$ cat src/rtl/oled_frame_sequencer.sv
// Byte sequencer feeding an SSD1306 I2C master: power-up delay, init command list,
// address window, then full framebuffer frames on demand.
module oled_frame_sequencer #(
    parameter int unsigned PWRUP_CYCLES = 2400000,
    parameter int unsigned FB_BYTES     = 1024
) (
    input  logic       clk,
    input  logic       rst_n,
    input  logic       refresh,
    output logic [9:0] fb_addr,
    input  logic [7:0] fb_data,
    output logic       i2c_start,
    output logic       i2c_dcn,
    output logic [7:0] i2c_data,
    input  logic       i2c_busy,
    output logic       ready,
    output logic       frame_done
);

    localparam int unsigned ADDR_W   = 10;
    localparam int unsigned CNT_W    = (PWRUP_CYCLES > 0) ? $clog2(PWRUP_CYCLES + 1) : 1;
    localparam int unsigned INIT_LEN = 25;
    localparam int unsigned WIN_LEN  = 6;

    typedef enum logic [3:0] {
        S_PWRUP,
        S_INIT,
        S_WIN,
        S_FETCH,
        S_FWAIT,
        S_CAPT,
        S_SEND,
        S_WAIT_HI,
        S_WAIT_LO,
        S_IDLE
    } state_e;

    typedef enum logic [1:0] {
        PH_INIT,
        PH_WIN,
        PH_DATA
    } phase_e;

    state_e              state_q, state_d;
    phase_e              phase_q, phase_d;
    logic [CNT_W-1:0]    cnt_q, cnt_d;
    logic [ADDR_W-1:0]   idx_q, idx_d;
    logic                pending_q, pending_d;
    logic [ADDR_W-1:0]   fb_addr_q, fb_addr_d;
    logic                start_q, start_d;
    logic                dcn_q, dcn_d;
    logic [7:0]          data_q, data_d;
    logic                ready_q, ready_d;
    logic                frame_done_q, frame_done_d;

    // SSD1306 power-on configuration sequence
    function automatic logic [7:0] init_byte(input logic [4:0] i);
        logic [7:0] b;
        case (i)
            5'd0:    b = 8'hAE;
            5'd1:    b = 8'hD5;
            5'd2:    b = 8'h80;
            5'd3:    b = 8'hA8;
            5'd4:    b = 8'h3F;
            5'd5:    b = 8'hD3;
            5'd6:    b = 8'h00;
            5'd7:    b = 8'h40;
            5'd8:    b = 8'h8D;
            5'd9:    b = 8'h14;
            5'd10:   b = 8'h20;
            5'd11:   b = 8'h00;
            5'd12:   b = 8'hA1;
            5'd13:   b = 8'hC8;
            5'd14:   b = 8'hDA;
            5'd15:   b = 8'h12;
            5'd16:   b = 8'h81;
            5'd17:   b = 8'hCF;
            5'd18:   b = 8'hD9;
            5'd19:   b = 8'hF1;
            5'd20:   b = 8'hDB;
            5'd21:   b = 8'h40;
            5'd22:   b = 8'hA4;
            5'd23:   b = 8'hA6;
            5'd24:   b = 8'hAF;
            default: b = 8'h00;
        endcase
        return b;
    endfunction

    // Full-screen column/page window; re-homes the GDDRAM pointer to (0,0)
    function automatic logic [7:0] win_byte(input logic [2:0] i);
        logic [7:0] b;
        case (i)
            3'd0:    b = 8'h21;
            3'd1:    b = 8'h00;
            3'd2:    b = 8'h7F;
            3'd3:    b = 8'h22;
            3'd4:    b = 8'h00;
            3'd5:    b = 8'h07;
            default: b = 8'h00;
        endcase
        return b;
    endfunction

    always_ff @(posedge clk or negedge rst_n) begin
        if (!rst_n) begin
            state_q      <= S_PWRUP;
            phase_q      <= PH_INIT;
            cnt_q        <= '0;
            idx_q        <= '0;
            pending_q    <= 1'b0;
            fb_addr_q    <= '0;
            start_q      <= 1'b0;
            dcn_q        <= 1'b0;
            data_q       <= '0;
            ready_q      <= 1'b0;
            frame_done_q <= 1'b0;
        end else begin
            state_q      <= state_d;
            phase_q      <= phase_d;
            cnt_q        <= cnt_d;
            idx_q        <= idx_d;
            pending_q    <= pending_d;
            fb_addr_q    <= fb_addr_d;
            start_q      <= start_d;
            dcn_q        <= dcn_d;
            data_q       <= data_d;
            ready_q      <= ready_d;
            frame_done_q <= frame_done_d;
        end
    end

    always_comb begin
        state_d      = state_q;
        phase_d      = phase_q;
        cnt_d        = cnt_q;
        idx_d        = idx_q;
        pending_d    = pending_q;
        fb_addr_d    = fb_addr_q;
        start_d      = 1'b0;
        dcn_d        = dcn_q;
        data_d       = data_q;
        frame_done_d = 1'b0;

        if (refresh && (state_q != S_IDLE)) begin
            pending_d = 1'b1;
        end

        case (state_q)
            // The master has no reset, so also wait for any in-flight byte to finish
            S_PWRUP: begin
                if (cnt_q != CNT_W'(PWRUP_CYCLES)) begin
                    cnt_d = cnt_q + CNT_W'(1);
                end else if (!i2c_busy) begin
                    state_d = S_INIT;
                end
            end
            S_INIT: begin
                if (!i2c_busy) begin
                    data_d  = init_byte(idx_q[4:0]);
                    dcn_d   = 1'b0;
                    start_d = 1'b1;
                    phase_d = PH_INIT;
                    state_d = S_SEND;
                end
            end
            S_WIN: begin
                if (!i2c_busy) begin
                    data_d  = win_byte(idx_q[2:0]);
                    dcn_d   = 1'b0;
                    start_d = 1'b1;
                    phase_d = PH_WIN;
                    state_d = S_SEND;
                end
            end
            S_FETCH: begin
                fb_addr_d = idx_q;
                state_d   = S_FWAIT;
            end
            S_FWAIT: begin
                state_d = S_CAPT;
            end
            S_CAPT: begin
                if (!i2c_busy) begin
                    data_d  = fb_data;
                    dcn_d   = 1'b1;
                    start_d = 1'b1;
                    phase_d = PH_DATA;
                    state_d = S_SEND;
                end
            end
            S_SEND: begin
                state_d = S_WAIT_HI;
            end
            S_WAIT_HI: begin
                if (i2c_busy) begin
                    state_d = S_WAIT_LO;
                end
            end
            S_WAIT_LO: begin
                if (!i2c_busy) begin
                    case (phase_q)
                        PH_INIT: begin
                            if (idx_q == ADDR_W'(INIT_LEN - 1)) begin
                                idx_d   = '0;
                                state_d = S_WIN;
                            end else begin
                                idx_d   = idx_q + ADDR_W'(1);
                                state_d = S_INIT;
                            end
                        end
                        PH_WIN: begin
                            if (idx_q == ADDR_W'(WIN_LEN - 1)) begin
                                idx_d   = '0;
                                state_d = S_FETCH;
                            end else begin
                                idx_d   = idx_q + ADDR_W'(1);
                                state_d = S_WIN;
                            end
                        end
                        default: begin
                            if (idx_q == ADDR_W'(FB_BYTES - 1)) begin
                                idx_d        = '0;
                                fb_addr_d    = '0;
                                frame_done_d = 1'b1;
                                state_d      = S_IDLE;
                            end else begin
                                idx_d   = idx_q + ADDR_W'(1);
                                state_d = S_FETCH;
                            end
                        end
                    endcase
                end
            end
            S_IDLE: begin
                if (refresh || pending_q) begin
                    pending_d = 1'b0;
                    idx_d     = '0;
                    state_d   = S_WIN;
                end
            end
            default: begin
                state_d = S_PWRUP;
            end
        endcase

        ready_d = (state_d == S_IDLE);
    end

    assign fb_addr    = fb_addr_q;
    assign i2c_start  = start_q;
    assign i2c_dcn    = dcn_q;
    assign i2c_data   = data_q;
    assign ready      = ready_q;
    assign frame_done = frame_done_q;

endmodule

$ cat config.mk
export PLATFORM = sky130hd
export DESIGN_NAME = oled_frame_sequencer
export DESIGN_NICKNAME = d
export VERILOG_FILES = /design/src/rtl/oled_frame_sequencer.sv
export SDC_FILE = /design/constraint.sdc
export NUM_CORES = 1
export LEC_CHECK = 0
export ABC_AREA = 1
export CORE_ASPECT_RATIO = 0.5
export CORE_MARGIN = 1.5
export CORE_UTILIZATION = 65
export CTS_BUF_LIST = sky130_fd_sc_hd__clkbuf_4
export DETAILED_ROUTE_END_ITERATION = 7
export DONT_BUFFER_PORTS = 1
export GPL_TIMING_DRIVEN = 0
export PLACE_DENSITY = 0.77
export SLEW_MARGIN = 20
export SYNTH_ARGS = -nofsm -noshare
export SYNTH_HDL_FRONTEND = slang
export SYNTH_SLANG_ARGS = --single-unit
$ cat constraint.sdc
create_clock -name clk -period 1.85 [get_ports clk]
set_input_delay 0.185 -clock clk [delete_from_list [all_inputs] [get_ports clk]]
set_output_delay 0.185 -clock clk [all_outputs]
set_load 0.03 [all_outputs]
* Yosys cells after proc, flatten, opt, wreduce, memory -nomap -nowiden
Memories as Yosys holds them, arrays and structs flattened.
Index checks and enable logic that the tools add are counted.
** Storage, ports and cells
- Bits in registers :: 61
- Memory bits (read-only) :: 256
- Bits of input ports :: 12
- Output and inout port bits :: 22
- Word-level logic and storage cells :: 101
- Memories kept :: 1
** Memories
- (no name shown) :: depth 32, width 8, read ports 1, clocked after Yosys merged registers in 0, wr ports 0, RTL line 59 : case (i)
** Operators by class
- $add $sub $neg :: 2
- Equal/unequal tests :: 27
- Mux-type cells :: 43
- Reduce and logical (&&, ||, !) cells :: 17
** Operators by type and width (count)
- 10-bit 2-to-1 mux :: 8
- 10-bit case mux with 2 select lines :: 3
- 4-bit case mux with 8 select lines :: 1
- 4-bit 2-to-1 mux :: 7
- 7-bit case mux with 4 select lines :: 1
- 8-bit 2-to-1 mux :: 3
- 8-bit case mux with 3 select lines :: 1
- 22-bit by 1-bit adder with 22-bit output, second input constant :: 1
- 22-bit != test, second input constant :: 1
- 4-bit by 3-bit == test with 1-bit output, second input constant :: 4
- 2-bit != test, second input constant :: 8
- 4-bit == test, second input constant :: 3
- 1-bit 2-to-1 mux :: 12
- 10-bit by 1-bit adder with 10-bit output, second input constant :: 1
- 10-bit == test, second input constant :: 1
- 10-bit by 3-bit == test with 1-bit output, second input constant :: 1
- 10-bit by 5-bit == test with 1-bit output, second input constant :: 1
- 4-bit by 2-bit == test with 1-bit output, second input constant :: 2
- 2-bit 2-to-1 mux :: 4
- 4-bit case mux with 2 select lines :: 1
- 4-bit AND reduction :: 2
- 3-bit by 2-bit == test with 1-bit output, second input constant :: 2
- 2-bit case mux with 3 select lines :: 1
- 3-bit AND reduction :: 2
- 15 further kinds :: 18

* Depth between registers and ports, before layout
Gate-level depths: netlist of the first run.
- Depth after elaboration :: 6
- Depth in mapped cells :: 11
- Gate-level depth less buffers :: 11

* Worst setup path before layout of the first run
No wires, ideal clock.
- Path kind :: reg2reg
- From :: reg idx_q[0]
- To :: reg idx_q[1]
- Library setup time :: 117 ps
- Data arrival time :: 1512 ps
- Required time :: 1733 ps
- Slack :: 222 ps
- Stages on the path, launching flop included :: 10
- Buffers on the path :: 0
- Period minus slack after synthesis :: 1628 ps
- Cells stage by stage :: dfrtp_1 -> inv_1 -> ha_1 -> nand3_1 -> nor2_1 -> nand3_1 -> nand4_2 -> nor2_1 -> nand2_1 -> nand2_1
** On the way
- Cells in the longest elaborated chain, start to end :: 5
- Elaborated cells on any way between the ends :: 10
- Those cells by class :: add/sub: 1; eq/ne: 3; mux: 6
** Ends and longest elaborated chain
- start: declaration :: RTL line 47 : logic [ADDR_W-1:0] idx_q, idx_d;
- start signal: assignment :: RTL line 122 : idx_q <= idx_d;
- 10-bit by 1-bit adder with 10-bit output (tied with other cells) :: RTL line 208, 217, 228
- 10-bit 2-to-1 mux (on tied branches) :: RTL line 222, 204, 213
- 10-bit case mux with 2 select lines (*) :: RTL line 202 : case (phase_q)
- 10-bit 2-to-1 mux (*) :: RTL line 201 : if (!i2c_busy) begin
- 10-bit case mux with 2 select lines (*) :: RTL line 149 : case (state_q)
Every way passes the cells marked *; elsewhere a longest branch is shown, timed or not. The select of a mux whose other input is x is not followed.
A chain may end at the register's enable or synchronous reset.

* Worst setup path in the final report of the first run
- From :: reg idx_q[1]
- To :: reg fb_addr_q[3] (netlist: fb_addr[3])
** On the way
- Cells in the longest elaborated chain, start to end :: 3
** Ends and longest elaborated chain
- 10-bit == test :: RTL line 222 : if (idx_q == ADDR_W'(FB_BYTES - 1)) begin
- 2-bit != test (no source line)
- 4-bit AND reduction (no source line)
- end signal: assignment :: RTL line 124 : fb_addr_q <= fb_addr_d;
- end: declaration :: RTL line 49 : logic [ADDR_W-1:0] fb_addr_q, fb_addr_d;
No other way between the ends.

==> impl_metrics.ini, run 1 <==
[final_layout]
stdcell_count = 664
seq_area_sq_um = 1530
drive_gt1_share_pct = 13.71
multi_input_area_sq_um = 2198
area_delta_synth_final_pct = 7.774
fin_nets = 610
antenna_cells = 0
nFillCells = 487
postLayoutCellArea_sq_um = 4319

[run]
drv_cap = 0

[die]
initial_core_util_pct = 70.24
ios = 34
fp.dieArea_sq_um = 6674
core_area_sq_um = 5705
num_rows = 19
fp.dieW_microns = 114.0
die_h_microns = 58.53

[setup_path]
crit_buf_inv = 2
startpoint_type = flop
cp.arrival_ps = 2050
critPathSlowestCell = dfrtp_2
cp-end-kind = flop
r2r_setup_slack_ps = 100
crit_type = flop to flop
path_cells = ha_1 > inv_1 > nor2_4 > nand4_4 > o21ai_2 > nand2_2 > buf_6 > nand2_1 > o21ai_2
path_max_fanout = 10
crit_required_ps = 2150
slowest_delay_ps = 440
crit_family = simple AND/OR/NAND/NOR gates
cp_common_cell = o21ai_2

[pwr]
vdd.ir_drop.worst_uv = 785.1
leakage_uw = 0.002148
p_per_area_nw_per_um2 = 1175

[synth]
synth_top_family_by_area = simple AND/OR/NAND/NOR gates
synth.area.mux_share_pct = 0
netlist_top_cells_count = nand2_1, nor2_1, dfrtp_1
avgSynthCellArea_sq_um = 7.031
yosys.area_share.simple_pct = 37.28
synth_compound_area_share_pct = 10.05
syn-num-nets = 591
synth-xor-area-share_pct = 3.715
synth_most_common_cell = nand2_1
seq_area_frac_synth_pct = 38.09
synth_cell_types = 35
synth_area_leader_cell = dfrtp_1
ys.flop_type = dfrtp_1
synth-adder-area-share_pct = 2.810
synth_edf_count = 0
ys_seq_elements = 61
yosys_warnings = 0
synthTopCellsByArea = dfrtp_1, nand2_1, nor2_1
synthCells = 570
synth_top_area_share_pct = 38.09
async_reset_ff_share_pct = 100.0
syn_area_sq_um = 4008

[global_route]
antenna_found_initial = 0
grt_max_degree = 62
grt-ovfl-total = 0
grt_pass1_wl_mm = 15.84
grt_use_total_pct = 30.69
grt_pass1_vias = 3489

[detailed_routing]
routed_wl_mm = 9.473
drt_iter0_markers = 292
post_drt_wl_per_cell_microns = 14.27
drt_pass1_iterations = 7
drcViolationCount = 0
vias = 3759
viasPerCell = 5.661
postRouteAntennaNets = 0

[place]
placed_area_sq_um = 4099
dp_slack_ps = -207.8
place_congestion = 0.9604
port_buffers = 0
placedCellCount = 643
hpwl_mm = 6.872

[clocking]
insertion_delay_ps = 410
numCtsBuffers = 9
cts_buffer_depth = 2
clock_sinks = 61
root_buffer = clkbuf_4
path_clk_slew_ps = 100
htreeDepth = 3
cts_tree = built

[sta]
fmax_mhz = 571.0
finalWorstSetupSlack_ps = 98.60
holdWs_ps = 27.70
worst_pin_slew_ps = 387.8
worst_clock_skew_ps = 8.567
slew_viol_final = 0
relSlewSlack_pct = 74.15
layout_min_cycle_time_ps = 1751
setup_viol = 0
finalHoldViolations = 0
min_period_over_period_pct = 94.67

[run_status]
status = finished clean

[min_path]
hp-class = input port to flop
-- area by class of cell --
class | count | area share [%]
buffer | 14 | 2.520
sequential | 61 | 35.43
multi-input combinational | 438 | 50.90
timing repair buffer | 8 | 2.028
clock inverter | 4 | 0.4345
tap | 73 | 2.115
inverter | 57 | 5.012
clock buffer | 9 | 1.564
-- kinds of logic (layout without fill, tap and decap cells) --
| logic type | Yosys count | after routing |
|---|---|---|
| AND/OR/NAND/NOR | 348 | 348 |
| adder cells (fa/ha/maj) | 9 | 9 |
| AO/OA/AOI/OAI | 64 | 64 |
| XOR/XNOR | 17 | 17 |
| buffers and inverters | 71 | 92 |
| flip-flops | 61 | 61 |
-- timing repair --
action,4_1_cts,5_1_grt
hold buffers,4,0
pin swaps,0,1
resized for setup,5,8
setup endpoints to repair,25,30
buffers inserted,2,2
endpoints found under the hold margin,63,0
gates cloned,0,0
-- per-layer routing --
metal  global-route usage [%]  routed length [microns]  vias to the layer above
met3                    8.651                      627                       27
met2                    52.24                     4351                      150
met4                    11.07                      244                        0
li1                         -                        -                     1861
met5                        0                        0                        -
met1                    38.34                     4249                     1721
-- worst paths after layout --
check,startpoint,end,cells after the start
max in group asynchronous,rst_n,i2c_data[4],2
min,refresh,pending_q,4
max,idx_q[1],fb_addr[3],9
min reg2reg,cnt_q[6],cnt_q[6],2
min in group asynchronous,rst_n,cnt_q[2],2
max reg2reg,idx_q[1],fb_addr[3],9
-- cells in the final DEF (no fill, tap or decap), types with 3 or more instances in the layout --
cell / n
nand3b_1: 4
buf_2: 3
xor2_1: 11
nor2_2: 4
inv_1: 47
nand3_1: 44
o21ai_0: 22
a21oi_1: 16
dfrtp_1: 58
buf_4: 8
clkbuf_4: 9
nand2_1: 200
dlygate4sd3_1: 3
nand2_2: 6
o21ai_2: 17
xnor2_1: 6
nor2_1: 63
ha_1: 7
buf_6: 5
nor3_1: 6
dfrtp_2: 3
nand4_1: 11
inv_2: 9
clkinv_2: 3
-- tightest hold or removal path, stage by stage --
cell     delay [ps]
inv_1            40
nand2_1          70
inv_1            70
nor2_1           40
-- sequential cells by signal (all words and copies together) (netlist names) --
| signal | flops |
|---|---|
| i2c_data | 8 |
| frame_done | 1 |
| phase_q | 2 |
| state_q | 4 |
| fb_addr | 10 |
| idx_q | 10 |
| i2c_start | 1 |
| pending_q | 1 |
| ready | 1 |
| cnt_q | 22 |
| i2c_dcn | 1 |
-- through the flow --
stage	util, %	TNS, ps	total power, uW
after global routing	75.70	-16.51	5425
after floorplan	-	0	3743
after CTS	74.76	0	4995
after global placement	71.84	-1728	4169
final	75.70	0	5076
after detailed placement	71.84	-2444	4209
-- where the power goes --
group          internal (uW)  total (uW)  switching, uW
Sequential              1650        2310            661
Clock                    243         714            471
Combinational            758        2050           1300
No activity file was read; power rests on OpenSTA's default activity.
==> run 2, diff against run 1 <==
--- a/config.mk
+++ b/config.mk
@@ -6,14 +6,16 @@
 export NUM_CORES = 1
 export LEC_CHECK = 0
 export ABC_AREA = 1
+export CELL_PAD_IN_SITES_DETAIL_PLACEMENT = 1
+export CELL_PAD_IN_SITES_GLOBAL_PLACEMENT = 2
 export CORE_ASPECT_RATIO = 0.5
 export CORE_MARGIN = 1.5
-export CORE_UTILIZATION = 65
+export CORE_UTILIZATION = 38
 export CTS_BUF_LIST = sky130_fd_sc_hd__clkbuf_4
 export DETAILED_ROUTE_END_ITERATION = 7
 export DONT_BUFFER_PORTS = 1
 export GPL_TIMING_DRIVEN = 0
-export PLACE_DENSITY = 0.77
+export PLACE_DENSITY = 0.79
 export SLEW_MARGIN = 20
 export SYNTH_ARGS = -nofsm -noshare
 export SYNTH_HDL_FRONTEND = slang
==> run 2 against run 1 <==
Net effect: clock skew is 11 ps higher; hold slack better by 23 ps; clock-buffer cell count rose by 1; sequential power is essentially flat; utilization shrank 31 points; flip-flop and latch count is the same; first-iteration DRC count decreased by 54%; power up 13%; largest power group unchanged; register-to-register slack better by 30 ps; maximum frequency increased by 1.9%; worst setup slack improved by 32 ps; non-clock buffer count is 2 higher.
==> impl_metrics.ini, run 2 (synthesized netlist as in run 1, its figures left out) <==
[run_status]
status = finished clean

[final_layout]
stdcell_count = 736
area_delta_synth_final_pct = 13.64
drive_gt1_share_pct = 15.94
largest_register = cnt_q
mostFrequentLayoutCells = nand2_1, nor2_1, dfrtp_1, inv_1, nand3_1
final_common_cell = nand2_1
postLayoutCellArea_sq_um = 4554
antenna_cells = 0
utilization_pct = 44.59
largest_reg_flops = 22
fin_nets = 612

[place]
place_congestion = 0.8700
placed_area_sq_um = 4183
port_buffers = 0
hpwl_mm = 8.809
placedCellCount = 710

[detailed_routing]
drcViolationCount = 0
vias = 3704
post_drt_wl_per_cell_microns = 16.21
routed_wl_mm = 11.93
viasPerCell = 5.033
drt_pass1_iterations = 4
postRouteAntennaNets = 0
drt_iter0_markers = 134

[setup_path]
r2r_setup_slack_ps = 130
cp.arrival_ps = 2040
crit_required_ps = 2170
worstReg2RegStart = cnt_q[0]
path_max_fanout = 10
startpoint_type = flop
cp-startpoint = cnt_q[0]
cp-end-kind = flop
crit_type = flop to flop

[pwr]
power_switching_uw = 2619
p_seq_share_pct = 40.3
power.combinational.fraction_pct = 38.3
power_frac_clock_pct = 21.4
switching_share_pct = 45.60
vdd.ir_drop.worst_uv = 553.8
p_int_uw = 3124
leakage_uw = 0.002188
p_per_area_nw_per_um2 = 1261

[sta]
layout_min_cycle_time_ps = 1719
slew_viol_final = 0
setup_viol = 0
worst_clock_skew_ps = 19.79
fmax_mhz = 581.6
relSlewSlack_pct = 74.44
worst_pin_slew_ps = 382.0
min_period_over_period_pct = 92.93
finalHoldViolations = 0
holdWs_ps = 50.38

[die]
ios = 34
fp.dieW_microns = 148.2
num_rows = 26
core_area_sq_um = 10210
fp.dieArea_sq_um = 11210
die_h_microns = 75.62
initial_core_util_pct = 39.23

[global_route]
antenna_found_initial = 0
grt_pass1_vias = 3771
grt_max_degree = 62
grt_use_total_pct = 22.70
grt_pass1_wl_mm = 19.32
grt-ovfl-total = 0

[run]
drv_cap = 0

[clocking]
insertion_delay_ps = 420
path_clk_slew_ps = 110
cts_buffer_depth = 2
cts_tree = built
htreeDepth = 3
root_buffer = clkbuf_4
clock_sinks = 61
numCtsBuffers = 9

[min_path]
hold_start = fb_data[4]
hp-class = input port to flop
-- run 2: path summary, 6_finish.rpt --
path / end / cells past startpoint
worst max-delay path: cnt_q[11] / 10
worst min-delay path: i2c_data[4] / 4
worst max register to register: cnt_q[11] / 10
worst min register to register: phase_q[0] / 2
max in group asynchronous: state_q[3] / 2
min in group asynchronous: cnt_q[18] / 2
-- run 2: timing repair --
action | in CTS | in global routing
setup buffers | 3 | 1
hold buffers | 6 | 0
gates resized for setup | 7 | 21
hold endpoints to repair | 65 | 0
endpoints found under the setup margin | 28 | 31
pin swaps | 0 | 2
-- run 2: area by class of cell --
type / instances / area [sq um]
inverter: 57 / 220.2
tap: 140 / 175.2
multi-input combinational: 438 / 2233
clock buffer: 10 / 75.07
sequential: 61 / 1533
clock inverter: 6 / 101.3
buffer: 14 / 108.9
timing repair buffer: 10 / 107.6
fill: 1338 / 5660
-- run 2: per-stage QoR --
step / power [uW] / worst slack (ps) / TNS [ps]
after floorplan: 3743 / 221.8 / 0
after global placement: 4280 / -294.8 / -3863
after detailed placement: 4333 / -314.3 / -4107
after CTS: 5681 / 41.77 / 0
after global routing: 6168 / -17.32 / -25.95
final: 5743 / 130.7 / 0
-- run 2: per-layer routing --
metal  global-route usage [%]  part of all wire (%)  up-vias
li1                         -                     -     1856
met1                    28.84                    47     1799
met2                    40.71                    49       43
met3                    5.090                   2.8        6
met4                    4.730                  0.53        0
met5                        0                     0        -
-- run 2: power groups by stage --
stage,logic (uW),clock network [uW],registers [uW]
after floorplan,1510,0,2230
after global routing,2500,1300,2370
after CTS,2120,1260,2310
final,2200,1230,2320
after global placement,1940,0,2340
after detailed placement,1980,0,2350
-- run 2: critical path, cell delays in order (launching register included) --
cell and delay, ps:
dfrtp_2 470, inv_2 100, ha_2 190, nand3_1 110
nor2_1 150, nand3_1 100, nand2_2 140, inv_2 60
buf_4 180, nand2_1 80, nand2_1 50
==> run 3, diff against run 2 <==
--- a/config.mk
+++ b/config.mk
@@ -6,14 +6,14 @@
 export NUM_CORES = 1
 export LEC_CHECK = 0
 export ABC_AREA = 1
+export BUFFER_PORTS_ARGS = -buffer_cell sky130_fd_sc_hd__buf_2
 export CELL_PAD_IN_SITES_DETAIL_PLACEMENT = 1
 export CELL_PAD_IN_SITES_GLOBAL_PLACEMENT = 2
 export CORE_ASPECT_RATIO = 0.5
 export CORE_MARGIN = 1.5
-export CORE_UTILIZATION = 38
+export CORE_UTILIZATION = 35
 export CTS_BUF_LIST = sky130_fd_sc_hd__clkbuf_4
 export DETAILED_ROUTE_END_ITERATION = 7
-export DONT_BUFFER_PORTS = 1
 export GPL_TIMING_DRIVEN = 0
 export PLACE_DENSITY = 0.79
 export SLEW_MARGIN = 20
==> run 3 against run 2 <==
Net effect: global-route usage down 1.4 points; power shrank 4.2%; flip-flop and latch count unchanged; combinational power is 23% higher; clock skew increased by 8.9 ps; non-clock buffer count increased by 32; critical path depth fell by 1; sequential share of layout area down 0.60 points; largest cell class unchanged; largest power group is now combinational logic.
==> impl_metrics.ini, run 3 (synthesized netlist as in run 1, its figures left out) <==
[pwr]
finalPower_uw = 5499
leakage_uw = 0.002292
power_frac_clock_pct = 15.3
power.combinational.fraction_pct = 49.3
power_switching_uw = 2660
p_seq_share_pct = 35.4
p_per_area_nw_per_um2 = 1188
vdd.ir_drop.worst_uv = 615.8
p_int_uw = 2839
switching_share_pct = 48.37

[die]
die_h_microns = 78.67
core_area_sq_um = 11080
initial_core_util_pct = 36.17
ios = 34
fp.dieArea_sq_um = 12140
fp.dieW_microns = 154.3
num_rows = 27

[place]
placedCellCount = 748
place_congestion = 0.8403
hpwl_mm = 9.015
port_buffers = 32
placed_area_sq_um = 4372

[setup_path]
startpoint_type = flop
path_max_fanout = 10
path_cells = ha_1 > inv_1 > nor2_4 > nand4_4 > o21ai_2 > nand2_2 > buf_6 > nand2_1 > o21ai_2
crit_required_ps = 2180
cp-end-kind = flop
slowest_delay_ps = 420
cp_common_cell = o21ai_2
critPathSlowestCell = dfrtp_2
crit_type = flop to flop
cp.arrival_ps = 2040

[sta]
layout_min_cycle_time_ps = 1707
finalSetupTns_ps = 0
setup_viol = 0
rsz0062_at_grt = false
relSlewSlack_pct = 69.55
finalHoldViolations = 0
worst_pin_slew_ps = 456.7
min_period_over_period_pct = 92.28
slew_viol_final = 0
fmax_mhz = 585.7
worst_clock_skew_ps = 28.65

[clocking]
htreeDepth = 3
root_buffer = clkbuf_4
cts_tree = built
insertion_delay_ps = 450
cts_buffer_depth = 2
path_clk_slew_ps = 130
clock_sinks = 61
numCtsBuffers = 9

[final_layout]
final_common_cell = nand2_1
postLayoutCellArea_sq_um = 4629
stdcell_count = 774
largest_reg_flops = 22
fin_nets = 644
drive_gt1_share_pct = 20.22
mostFrequentLayoutCells = nand2_1, nor2_1, dfrtp_1, inv_1, nand3_1
largest_register = cnt_q
utilization_pct = 41.78
nFillCells = 1476
area_delta_synth_final_pct = 15.52

[min_path]
hp-class = input port to flop

[detailed_routing]
drcViolationCount = 0
routed_wl_mm = 12.00
drt_iter0_markers = 146
drt_pass1_iterations = 4
viasPerCell = 4.982
post_drt_wl_per_cell_microns = 15.50
vias = 3856
postRouteAntennaNets = 0

[global_route]
grt_pass1_wl_mm = 20.11
grt_pass1_vias = 4059
grt_max_degree = 39
grt-ovfl-total = 0
antenna_found_initial = 1
grt_use_total_pct = 21.28

[run_status]
status = finished clean

[run]
drv_cap = 0
-- run 3: cell types whose count changed in the layout (fill, tap and decap cells not counted), moves of 2 or more --
cell	before	now
dfrtp_1	56	58
bufinv_16	3	0
buf_4	8	11
buf_2	3	34
dlygate4sd3_1	5	3
dfrtp_2	5	3
clkinv_2	0	3
-- run 3: path summary, 6_finish.rpt --
check	slack, ps	from	endpoint	cells after the start
max reg2reg	140	idx_q[1]	fb_addr[8]	9
min in group asynchronous	170	rst_n	cnt_q[2]	2
min reg2reg	480	i2c_dcn	i2c_dcn	2
min	100	fb_data[3]	i2c_data[3]	5
max in group asynchronous	1120	rst_n	idx_q[1]	3
max	140	idx_q[1]	fb_addr[8]	9
-- run 3: power groups by stage --
stage | Clock (uW) | Sequential, uW | Combinational [uW]
final | 840 | 1950 | 2710
after CTS | 863 | 1940 | 2660
after floorplan | 0 | 2230 | 1510
after detailed placement | 0 | 1990 | 2530
after global placement | 0 | 1980 | 2490
after global routing | 919 | 2000 | 3030
-- run 3: final cells by class --
type	count	area [sq um]	area share [%]
clock buffers	10	75.07	1.622
multi-input cells	438	2226	48.08
inverters	57	217.7	4.703
well taps	145	181.4	3.919
plain buffers	14	108.9	2.351
diodes	1	2.502	0.05405
clock inverters	6	30.03	0.6486
repair buffers	42	257.7	5.568
flip-flops and latches	61	1530	33.05
-- run 3: stage by stage --
stage               hold slack [ps]  worst slack, ps
floorplan                    -110.6            221.8
global placement              441.4           -333.9
detailed placement            111.3           -329.9
CTS                           93.55            12.40
global route                  113.6            2.369
finish                        102.6            142.7
-- run 3: layer usage --
| layer | up-vias | routed length, microns | share of wire (%) | global-route usage [%] |
|---|---|---|---|---|
| li1 | 1928 | - | - | - |
| met5 | - | 0 | 0 | 0 |
| met4 | 0 | 170 | 1.4 | 4.904 |
| met2 | 49 | 5926 | 49 | 38.87 |
| met1 | 1867 | 5617 | 47 | 25.95 |
| met3 | 12 | 281 | 2.3 | 4.417 |
-- run 3: repair_timing --
action / CTS / global route
gates resized for setup: 8 / 15
endpoints found under the setup margin: 27 / 39
hold buffers: 3 / 0
setup buffers: 4 / 2
endpoints found under the hold margin: 59 / 0
pin swaps: 1 / 3
-- run 3: critical path: cells and delay by family, from the launching register on --
kind | cells | cell delay [ps]
fa+ha+maj | 1 | 230
flops | 1 | 420
buf+inv | 2 | 230
compound gates | 2 | 210
simple gates | 4 | 510
